==> src/rtl/exu_wb_arb_if.sv <==
// exu_wb_arb_if: ALU/LU result inputs, LU handshake, issue stall and register-file write port.
interface exu_wb_arb_if #(
  parameter int XLEN = 32
);
  logic            alu_wb_valid;
  logic [XLEN-1:0] alu_wb_data;
  logic [4:0]      alu_wb_rd_addr;
  logic [XLEN-1:0] alu_instr_tag;
  logic            lu_valid;
  logic            lu_ready;
  logic [XLEN-1:0] lu_data;
  logic [4:0]      lu_rd_addr;
  logic [XLEN-1:0] lu_instr_tag;
  logic            alu_issue_stall;
  logic            rf_wr_en;
  logic [4:0]      rf_wr_addr;
  logic [XLEN-1:0] rf_wr_data;
  logic [XLEN-1:0] rf_wr_tag;
  logic            rf_wr_src;
  logic            protocol_err;
  modport master (
    output alu_wb_valid, alu_wb_data, alu_wb_rd_addr, alu_instr_tag,
    output lu_valid, lu_data, lu_rd_addr, lu_instr_tag,
    input  lu_ready, alu_issue_stall, rf_wr_en, rf_wr_addr, rf_wr_data, rf_wr_tag, rf_wr_src, protocol_err
  );
  modport slave (
    input  alu_wb_valid, alu_wb_data, alu_wb_rd_addr, alu_instr_tag,
    input  lu_valid, lu_data, lu_rd_addr, lu_instr_tag,
    output lu_ready, alu_issue_stall, rf_wr_en, rf_wr_addr, rf_wr_data, rf_wr_tag, rf_wr_src, protocol_err
  );
endinterface

==> src/rtl/exu_wb_arb.sv <==
// exu_wb_arb: shares one register-file write port between ALU (fixed priority) and LU (valid/ready, starvation-forced); ports clk, rst, bus (exu_wb_arb_if.slave).
module exu_wb_arb #(
  parameter int XLEN       = 32,
  parameter int STARVE_MAX = 4
) (
  input logic         clk,
  input logic         rst,
  exu_wb_arb_if.slave bus
);
  localparam int CNT_W = $clog2(STARVE_MAX + 1);
  typedef enum logic [1:0] {IDLE, WAIT, FORCE} state_t;
  state_t          state_q, state_d;
  logic [CNT_W-1:0] cnt_q, cnt_d;
  logic            stall, stall_q;
  logic            hs, blocked, alu_v;
  logic            wr_en_q, wr_en_d, src_q, src_d, err_q, err_d;
  logic [4:0]      addr_q, addr_d;
  logic [XLEN-1:0] data_q, data_d, tag_q, tag_d;
  assign alu_v   = bus.alu_wb_valid;
  assign hs      = bus.lu_valid & ~alu_v & ~rst;
  assign blocked = bus.lu_valid & ~hs;
  always_comb begin
    state_d = ~blocked ? IDLE :
              state_q == IDLE ? WAIT :
              (state_q == WAIT && cnt_q == CNT_W'(STARVE_MAX)) ? FORCE : state_q;
    stall   = (state_q == FORCE) & ~rst;
  end
  always_comb begin
    cnt_d   = ~blocked ? '0 : cnt_q == CNT_W'(STARVE_MAX) ? cnt_q : cnt_q + CNT_W'(1);
    wr_en_d = alu_v ? |bus.alu_wb_rd_addr : hs ? |bus.lu_rd_addr : 1'b0;
    src_d   = alu_v ? 1'b0 : hs ? 1'b1 : src_q;
    addr_d  = alu_v ? bus.alu_wb_rd_addr : hs ? bus.lu_rd_addr : addr_q;
    data_d  = alu_v ? bus.alu_wb_data : hs ? bus.lu_data : data_q;
    tag_d   = alu_v ? bus.alu_instr_tag : hs ? bus.lu_instr_tag : tag_q;
    // an ALU result one cycle after a stall means IDU1 ignored the stall
    err_d   = err_q | (alu_v & stall_q);
  end
  always_ff @(posedge clk) begin
    if (rst) begin
      state_q <= IDLE;
      cnt_q   <= '0;
      stall_q <= 1'b0;
      wr_en_q <= 1'b0;
      src_q   <= 1'b0;
      addr_q  <= '0;
      data_q  <= '0;
      tag_q   <= '0;
      err_q   <= 1'b0;
    end else begin
      state_q <= state_d;
      cnt_q   <= cnt_d;
      stall_q <= stall;
      wr_en_q <= wr_en_d;
      src_q   <= src_d;
      addr_q  <= addr_d;
      data_q  <= data_d;
      tag_q   <= tag_d;
      err_q   <= err_d;
    end
  end
  assign bus.lu_ready        = hs;
  assign bus.alu_issue_stall = stall;
  assign bus.rf_wr_en        = wr_en_q;
  assign bus.rf_wr_src       = src_q;
  assign bus.rf_wr_addr      = addr_q;
  assign bus.rf_wr_data      = data_q;
  assign bus.rf_wr_tag       = tag_q;
  assign bus.protocol_err    = err_q;
endmodule
==> src/flat_wrapper.sv <==
// flat-port wrapper written by rule: the top's interface ports become plain ports
module exu_wb_arb_flat 
#(
  parameter int XLEN       = 32,
  parameter int STARVE_MAX = 4
)
  (clk, rst, bus_alu_wb_valid, bus_alu_wb_data, bus_alu_wb_rd_addr, bus_alu_instr_tag, bus_lu_valid, bus_lu_data, bus_lu_rd_addr, bus_lu_instr_tag, bus_lu_ready, bus_alu_issue_stall, bus_rf_wr_en, bus_rf_wr_addr, bus_rf_wr_data, bus_rf_wr_tag, bus_rf_wr_src, bus_protocol_err);
  exu_wb_arb_if #(.XLEN(XLEN)) bus_i ();
  input logic clk;
  input logic rst;
  input wire logic [$bits(bus_i.alu_wb_valid)-1:0] bus_alu_wb_valid;
  input wire logic [$bits(bus_i.alu_wb_data)-1:0] bus_alu_wb_data;
  input wire logic [$bits(bus_i.alu_wb_rd_addr)-1:0] bus_alu_wb_rd_addr;
  input wire logic [$bits(bus_i.alu_instr_tag)-1:0] bus_alu_instr_tag;
  input wire logic [$bits(bus_i.lu_valid)-1:0] bus_lu_valid;
  input wire logic [$bits(bus_i.lu_data)-1:0] bus_lu_data;
  input wire logic [$bits(bus_i.lu_rd_addr)-1:0] bus_lu_rd_addr;
  input wire logic [$bits(bus_i.lu_instr_tag)-1:0] bus_lu_instr_tag;
  output wire logic [$bits(bus_i.lu_ready)-1:0] bus_lu_ready;
  output wire logic [$bits(bus_i.alu_issue_stall)-1:0] bus_alu_issue_stall;
  output wire logic [$bits(bus_i.rf_wr_en)-1:0] bus_rf_wr_en;
  output wire logic [$bits(bus_i.rf_wr_addr)-1:0] bus_rf_wr_addr;
  output wire logic [$bits(bus_i.rf_wr_data)-1:0] bus_rf_wr_data;
  output wire logic [$bits(bus_i.rf_wr_tag)-1:0] bus_rf_wr_tag;
  output wire logic [$bits(bus_i.rf_wr_src)-1:0] bus_rf_wr_src;
  output wire logic [$bits(bus_i.protocol_err)-1:0] bus_protocol_err;
  assign bus_i.alu_wb_valid = bus_alu_wb_valid;
  assign bus_i.alu_wb_data = bus_alu_wb_data;
  assign bus_i.alu_wb_rd_addr = bus_alu_wb_rd_addr;
  assign bus_i.alu_instr_tag = bus_alu_instr_tag;
  assign bus_i.lu_valid = bus_lu_valid;
  assign bus_i.lu_data = bus_lu_data;
  assign bus_i.lu_rd_addr = bus_lu_rd_addr;
  assign bus_i.lu_instr_tag = bus_lu_instr_tag;
  assign bus_lu_ready = bus_i.lu_ready;
  assign bus_alu_issue_stall = bus_i.alu_issue_stall;
  assign bus_rf_wr_en = bus_i.rf_wr_en;
  assign bus_rf_wr_addr = bus_i.rf_wr_addr;
  assign bus_rf_wr_data = bus_i.rf_wr_data;
  assign bus_rf_wr_tag = bus_i.rf_wr_tag;
  assign bus_rf_wr_src = bus_i.rf_wr_src;
  assign bus_protocol_err = bus_i.protocol_err;
  exu_wb_arb #(.XLEN(XLEN), .STARVE_MAX(STARVE_MAX)) u_core (.clk(clk), .rst(rst), .bus(bus_i));
endmodule
==> config.mk <==
export PLATFORM = sky130hd
export DESIGN_NAME = exu_wb_arb_flat
export DESIGN_NICKNAME = d
export VERILOG_FILES = /design/src/rtl/exu_wb_arb_if.sv /design/src/rtl/exu_wb_arb.sv /design/src/flat_wrapper.sv
export SDC_FILE = /design/constraint.sdc
export NUM_CORES = 1
export LEC_CHECK = 0
export ABC_AREA = 1
export BUFFER_PORTS_ARGS = -buffer_cell sky130_fd_sc_hd__buf_2
export CAP_MARGIN = 20
export CELL_PAD_IN_SITES_DETAIL_PLACEMENT = 1
export CELL_PAD_IN_SITES_GLOBAL_PLACEMENT = 2
export CORE_MARGIN = 2
export CORE_UTILIZATION = 20
export DETAILED_ROUTE_END_ITERATION = 7
export GPL_TIMING_DRIVEN = 0
export MAX_ROUTING_LAYER = met4
export PLACE_DENSITY = 0.89
export SLEW_MARGIN = 10
export SYNTH_ARGS = -nofsm -noshare
export SYNTH_HDL_FRONTEND = slang
export SYNTH_SLANG_ARGS = --single-unit
==> constraint.sdc <==
create_clock -name clk -period 1.7 [get_ports clk]
set_clock_uncertainty 0.2 [all_clocks]
set_input_delay 0.34 -clock clk [delete_from_list [all_inputs] [get_ports clk]]
set_output_delay 0.34 -clock clk [all_outputs]
set_load 0.02 [all_outputs]
==> summary.md, run 1 <==
| Metric | Value |
|---|---|
| Result of the run | `finished, final reports clean` |
| RR Startpoint | `u_core.cnt_q[0]` |
| TNS Setup | `0 ps` |
| Initial antenna violation count | `0` |
| Layout cell share with drive strength beyond 1 | `a little under a third` |
| Post-synthesis register bit count | `78` |
| Die Wd | `138 um` |
| Logic pwr share | `20.2%` |
| Row cnt | `48` |
| Synthesis Warnings | `0` |
| HP Class | `primary input to flip-flop` |
| Layout net count | `942` |
| Hold slack final | `115 ps` |
| First-pass GRT wire length | `21300 um` |
| CTS tree | `yes` |
| Synth area leader | `dfxtp_1` |
| Yosys cell types | `18` |
| Synth top cells by count | `nand2_1 (220), nor2_1 (137), dfxtp_1 (78), o21ai_0 (66), clkbuf_1 (18)` |
| Switch Pwr | `roughly 1.5 mW` |
| Top-area cell type share of the netlist area | `a little over two fifths` |
| Post-route ant nets | `0` |
| Final setup viols | `0` |
| Mapped Area | `3590 um2` |
| Crit path launch type | `primary input` |
| Static Leak | `2.91 nW` |
| Clock root cell | `clkbuf_16` |
| Initial DRT Pass Iterations | `4` |
| Fraction of power consumed by sequential logic | `between 40% and 50%` |
| Switching share of power | `between 20% and 30%` |
| Clock-pin slew of the registers on the worst-case setup and hold paths | `60 ps` |
| Vias in the first global route | `roughly 4200` |
| Hold EP | `u_core.bus.rf_wr_data[2]` |
| PortBufs | `roughly 220` |
| # fillers | `2332` |
| VDD IR max | `0.000458 V` |
| Hold buffers post-CTS | `0` |
| Synth area leaders | `dfxtp_1 (44%), nand2_1 (23%), nor2_1 (14%)` |
| WL final | `approximately 14000 um` |
| Die Height | `138 um` |
| P&R area growth vs syn | `46.0%` |
| Max Root-Sink Buffers | `2` |
| R2r setup slk | `350 ps` |
| Primary FF master, synth | `dfxtp_1` |
| Initial drt markers | `119` |
| DRC viols | `0` |
| WP data required | `1160 ps` |
| Worst reg2reg path endpoint | `u_core.cnt_q[1]` |
| Ys async rst share | `0%` |
| Hold Path Depth | `5` |
| Worst R2R Path Depth | `6` |
| RSZ-0062 raised after global routing | `false` |
| Io pins | `roughly 220` |
| Avg WL per Cell | `13.6 um` |
| Global Route Usage Sum | `15.1%` |
| Most frequent cell after synthesis | `nand2_1` |
| Post-synth EDFFs | `0` |
| Starting Density | `20.6%` |
| Final HPWL DP | `10900 um` |
| Worst Hold Launch | `bus_lu_data[2]` |
| Largest net degree at the start of global routing | `13` |
| Post-CTS Setup Bufs | `0` |
| Cell internal pwr | `3.47 mW` |
| Worst Tran Pin Value | `approximately 480 ps` |
| Syn Inst Count | `572` |
| Crit. End Element | `output pin` |
| Fmax | `0.609 GHz` |
| Clock sinks | `78` |
| Syn avg cell area | `between 6 and 7 um2` |
| GRT overflow | `0` |
| CP Class | `primary input to output pin` |
| Cell area power density | `944 nW/um2` |
| Final period utilization | `about 97%` |
| Post-synthesis sequential area ratio | `43.5%` |
| Fin crit period | `about 1600 ps` |
| CP arrival | `1100 ps` |
| Mapped Nets | `~700` |
| Area of the die | `19000 um2` |
| # Max-Cap Violations | `0` |
| Vias per cell | `4.18` |
| Final Max Tran Viols | `0` |
| Normalized max-slew margin | `about two thirds` |
| CTS buffer count | `9` |
| Vias | `approximately 4300` |
| H-tree Lvls | `3` |
| Hold violation total from the final report | `0` |
| CP Max Fanout | `10` |
| Antenna diodes | `0` |
| Clk pwr share | `38.7%` |
| Clk Latency, worst-skew pair | `340 ps` |
| GPL Wtd Cong | `0.752` |
| Core box area | `between 15000 and 20000 um2` |
-- how the worst max path moves through the flow --
stage,cells past startpoint,slack [ps],start,to
after global placement,8,-170,bus_alu_wb_valid,u_core.bus.rf_wr_data[22]
after detailed placement,8,-190,bus_alu_wb_valid,u_core.bus.rf_wr_data[20]
after CTS,4,30,bus_alu_wb_valid,bus_lu_ready
after global routing,4,10,rst,bus_alu_issue_stall
final,4,60,rst,bus_alu_issue_stall
after floorplan,2,130,rst,bus_alu_issue_stall
-- power groups by stage --
stage	logic, mW	clock network, mW	registers, mW
finish	0.998	1.91	2.03
global route	1.13	2.05	2.05
CTS	1.03	1.99	2.03
detailed placement	1.02	0	2.07
global placement	1.01	0	2.06
floorplan	0.396	0	2.23
-- placed cells by master, fill, tap and decap left out --
| cell | instances |
|---|---|
| ha_1 | 2 |
| clkbuf_2 | 1 |
| inv_1 | 9 |
| clkbuf_16 | 9 |
| o21ai_1 | 2 |
| nand2_1 | 220 |
| a21oi_1 | 9 |
| clkbuf_1 | 19 |
| nor2_1 | 136 |
| dfxtp_1 | 78 |
| nand2_2 | 1 |
| inv_2 | 2 |
| buf_4 | 3 |
| o21ai_0 | 66 |
| buf_2 | 230 |
| o21a_1 | 1 |
| nor2_2 | 1 |
| clkinv_2 | 4 |
| nor3_2 | 1 |
| xor2_1 | 1 |
| nor3_1 | 3 |
| bufinv_16 | 1 |
| buf_6 | 1 |
| nand3_1 | 3 |
-- worst max-delay path, cell delays in order --
cell,delay (ps)
buf_2,100
clkbuf_1,230
nor3_2,230
buf_2,190
-- area by class of cell --
cell class / count / area (um2) / share of cell area, %
Multi-Input combinational cell: 446 / 1820 / 34.7
Timing Repair Buffer: 215 / 1080 / 20.5
Sequential cell: 78 / 1560 / 29.8
Clock inverter: 5 / 50.0 / 0.956
Tap cell: 225 / 282 / 5.38
Buffer: 37 / 178 / 3.39
Inverter: 11 / 41.3 / 0.789
Clock buffer: 11 / 233 / 4.44
-- sequential cells by signal, indices dropped and copies added, names as in the netlist --
| name | flops |
|---|---|
| u_core.bus.rf_wr_addr | 5 |
| u_core.cnt_q | 3 |
| u_core.stall_q | 1 |
| u_core.bus.rf_wr_data | 32 |
| u_core.bus.rf_wr_src | 1 |
| u_core.state_q | 2 |
| u_core.bus.rf_wr_tag | 32 |
| u_core.bus.rf_wr_en | 1 |
| u_core.bus.protocol_err | 1 |
-- per-layer routing --
layer | up-vias | track usage [%] | wire length (um)
li1 | 2218 | - | -
met4 | 0 | 5.78 | 239
met1 | 1930 | 18.4 | 6360
met3 | 13 | 3.18 | 954
met5 | - | - | 0
met2 | 136 | 24.7 | 6470
-- through the flow --
step	area (um2)	util [%]	total power, mW	setup slack [ps]	instances
floorplan	3590	-	2.63	132	572
global placement	4940	28.4	3.08	-173	1012
detailed placement	4940	28.4	3.09	-186	1012
CTS	5230	30.1	5.05	28.9	1028
global route	5240	30.1	5.23	11.6	1028
finish	5240	30.1	4.94	56.9	1028
-- kinds of logic after synthesis --
kind of cell               share of synthesized area, %
xor gates and xnor gates                          0.244
AOI/OAI and AO/OA                                  11.0
buffers and inverters                              6.07
and+or+nand+nor                                    38.5
DFF                                                43.5
adders and majority gates                         0.697
-- what timing repair did --
action                                  in CTS  in global routing
endpoints found under the setup margin       2                  1
hold endpoints to repair                     0                  0
gates resized for setup                      2                  1
Note: power is estimated with default switching activity, not from simulation.
==> run 2: changes to the inputs <==
--- a/config.mk
+++ b/config.mk
@@ -16,6 +16,8 @@
 export GPL_TIMING_DRIVEN = 0
 export MAX_ROUTING_LAYER = met4
 export PLACE_DENSITY = 0.89
+export RECOVER_POWER = 25
+export REMOVE_ABC_BUFFERS = 1
 export SLEW_MARGIN = 10
 export SYNTH_ARGS = -nofsm -noshare
 export SYNTH_HDL_FRONTEND = slang
==> summary.md, run 2 (synthesized netlist as in run 1, its figures left out) <==
| Metric | Value |
|---|---|
| DRC viols | `0 (unchanged)` |
| Largest net degree at the start of global routing | `77 (was 13)` |
| Antenna diodes | `0 (unchanged)` |
| # Max-Cap Violations | `0 (unchanged)` |
| Clock sinks | `78 (unchanged)` |
| Die Height | `138 um (unchanged)` |
| Fin crit period | `1600 ps (was 1640 ps)` |
| Critical path's top delay family | `buffers and inverters (unchanged)` |
| CTS buffer count | `9 (unchanged)` |
| Worst R2R Path Depth | `6 (unchanged)` |
| Static Leak | `2.73 nW (was 2.91 nW)` |
| Final Max Tran Viols | `0 (unchanged)` |
| TNS Setup | `0 ps (unchanged)` |
| Design area | `5160 um2 (was 5240 um2)` |
| WP depth | `5 (was 4)` |
| Normalized max-slew margin | `76.8% (was 67.8%)` |
| PortBufs | `215 (unchanged)` |
| Hold violation total from the final report | `0 (unchanged)` |
| Max Root-Sink Buffers | `2 (unchanged)` |
| Clk Latency, worst-skew pair | `330 ps (was 340 ps)` |
| Io pins | `216 (unchanged)` |
| Hold buffers post-CTS | `0 (unchanged)` |
| Core box area | `17400 um2 (unchanged)` |
| Clock-pin slew of the registers on the worst-case setup and hold paths | `60 ps (about the same)` |
| Crit path launch type | `primary input (unchanged)` |
| Clock root cell | `clkbuf_16 (unchanged)` |
| # fillers | `2293 (was 2332)` |
| Avg WL per Cell | `13.1 um (was 13.6 um)` |
| Layout cell share with drive strength beyond 1 | `27.1% (was 31.6%)` |
| Worst reg2reg path endpoint | `u_core.cnt_q[1] (unchanged)` |
| VDD IR max | `0.000464 V (was 0.000458 V)` |
| Total power | `4.91 mW (was 4.94 mW)` |
| Result of the run | `finished, final reports clean (unchanged)` |
| Worst Setup SP | `rst (unchanged)` |
| Area of the die | `19000 um2 (unchanged)` |
| Worst path slowest cell | `buf_6 (was clkbuf_1)` |
| Dpl cell area | `4830 um2 (was 4940 um2)` |
| CP Capture Point | `bus_lu_ready (was bus_alu_issue_stall)` |
| Starting Density | `20.6% (unchanged)` |
| WL final | `13100 um (was 14000 um)` |
| Hold slack final | `95.7 ps (was 115 ps)` |
| CTS tree | `yes (unchanged)` |
| Initial DRT Pass Iterations | `4 (unchanged)` |
| Worst Tran Pin Value | `348 ps (was 483 ps)` |
| Initial drt markers | `116 (was 119)` |
| Most frequent cells in the layout | `nand2_1 (219), buf_2 (181), nor2_1 (136) (was buf_2 (230), nand2_1 (220), nor2_1 (136))` |
| Vias in the first global route | `4037 (was 4227)` |
| R2r setup slk | `330 ps (was 350 ps)` |
| Most common cell after layout, fill and taps aside | `nand2_1 (was buf_2)` |
| Die Wd | `138 um (unchanged)` |
| CP Max Fanout | `18 (was 10)` |
| CP Class | `primary input to output pin (unchanged)` |
| GRT overflow | `0 (unchanged)` |
| Cell area power density | `952 nW/um2 (was 944 nW/um2)` |
| Initial antenna violation count | `0 (unchanged)` |
| Vias per cell | `4.16 (was 4.18)` |
| CP arrival | `1060 ps (was 1100 ps)` |
| P&R area growth vs syn | `43.9% (was 46.0%)` |
| RSZ-0062 raised after global routing | `false (unchanged)` |
| H-tree Lvls | `3 (unchanged)` |
| RR Startpoint | `u_core.cnt_q[0] (unchanged)` |
| Final HPWL DP | `9120 um (was 10900 um)` |
| Final period utilization | `94.2% (was 96.7%)` |
| Vias | `4141 (was 4297)` |
| WP data required | `1160 ps (about the same)` |
| HP Class | `primary input to flip-flop (unchanged)` |
| Crit path cell chain | `buf_6 > clkinv_8 > nand2_2 > nor2_2 > buf_4 (was buf_2 > clkbuf_1 > nor3_2 > buf_2)` |
| Fmax | `0.624 GHz (was 0.609 GHz)` |
| Crit. End Element | `output pin (unchanged)` |
| First-pass GRT wire length | `20000 um (was 21300 um)` |
| Max incr delay on CP | `190 ps (was 230 ps)` |
| Global Route Usage Sum | `13.9% (was 15.1%)` |
| Buf/Inv on CP | `3 (unchanged)` |
| Final setup viols | `0 (unchanged)` |
| Layout net count | `910 (was 942)` |
| Post-route ant nets | `0 (unchanged)` |
| Row cnt | `48 (unchanged)` |
| GPL Wtd Cong | `0.720 (was 0.752)` |
[run 2: per-stage QoR]
stage / utilization (%) / setup slack, ps / std cells
floorplan: - / -1100 / 535
global route: 29.6 / 19.4 / 996
global placement: 27.4 / -3600 / 975
CTS: 29.7 / 2.84 / 995
finish: 29.6 / 98.6 / 996
detailed placement: 27.8 / -1530 / 978
[run 2: how the worst min path moves through the flow]
stage                            startpoint  cells after the start  slack, ps                  endpoint
after floorplan                         rst                      1        210  u_core.bus.rf_wr_addr[0]
after global placement    u_core.state_q[1]                      1        250         u_core.state_q[1]
after detailed placement     u_core.stall_q                      2        250   u_core.bus.protocol_err
after CTS                      bus_lu_valid                      3         80      u_core.bus.rf_wr_src
after global routing                    rst                      2         90   u_core.bus.protocol_err
final                                   rst                      2        100   u_core.bus.protocol_err
[run 2: area by class of cell]
class	count	area [um2]	share of cell area [%]
Multi-Input combinational cell	446	1830	35.4
Sequential cell	78	1560	30.3
Timing Repair Buffer	218	1110	21.5
Tap cell	225	282	5.45
Clock buffer	11	233	4.51
Inverter	11	75.1	1.45
Clock inverter	5	60.1	1.16
Timing Repair inverter	2	15.0	0.291
[run 2: timing repair]
| item | in CTS | in global routing |
|---|---|---|
| setup buffers | 1 | 0 |
| resized for setup | 16 | 4 |
| hold endpoints to repair | 0 | 0 |
| cloned | 1 | 1 |
| endpoints found under the setup margin | 70 | 51 |
| pin swaps | 0 | 0 |
[run 2: power breakdown]
part           internal, mW  total [mW]  switching (mW)
Combinational         0.354       0.973           0.619
Clock                  1.14        1.91           0.772
Sequential             1.97        2.03          0.0606
Total                  3.46        4.91            1.45
[run 2: per-layer routing]
metal | vias to the layer above | GRT usage (%) | routed length (um)
met5 | - | - | 0
met4 | 0 | 5.05 | 217
met3 | 16 | 3.33 | 897
met2 | 121 | 23.4 | 6080
met1 | 1846 | 16.0 | 5860
li1 | 2158 | - | -
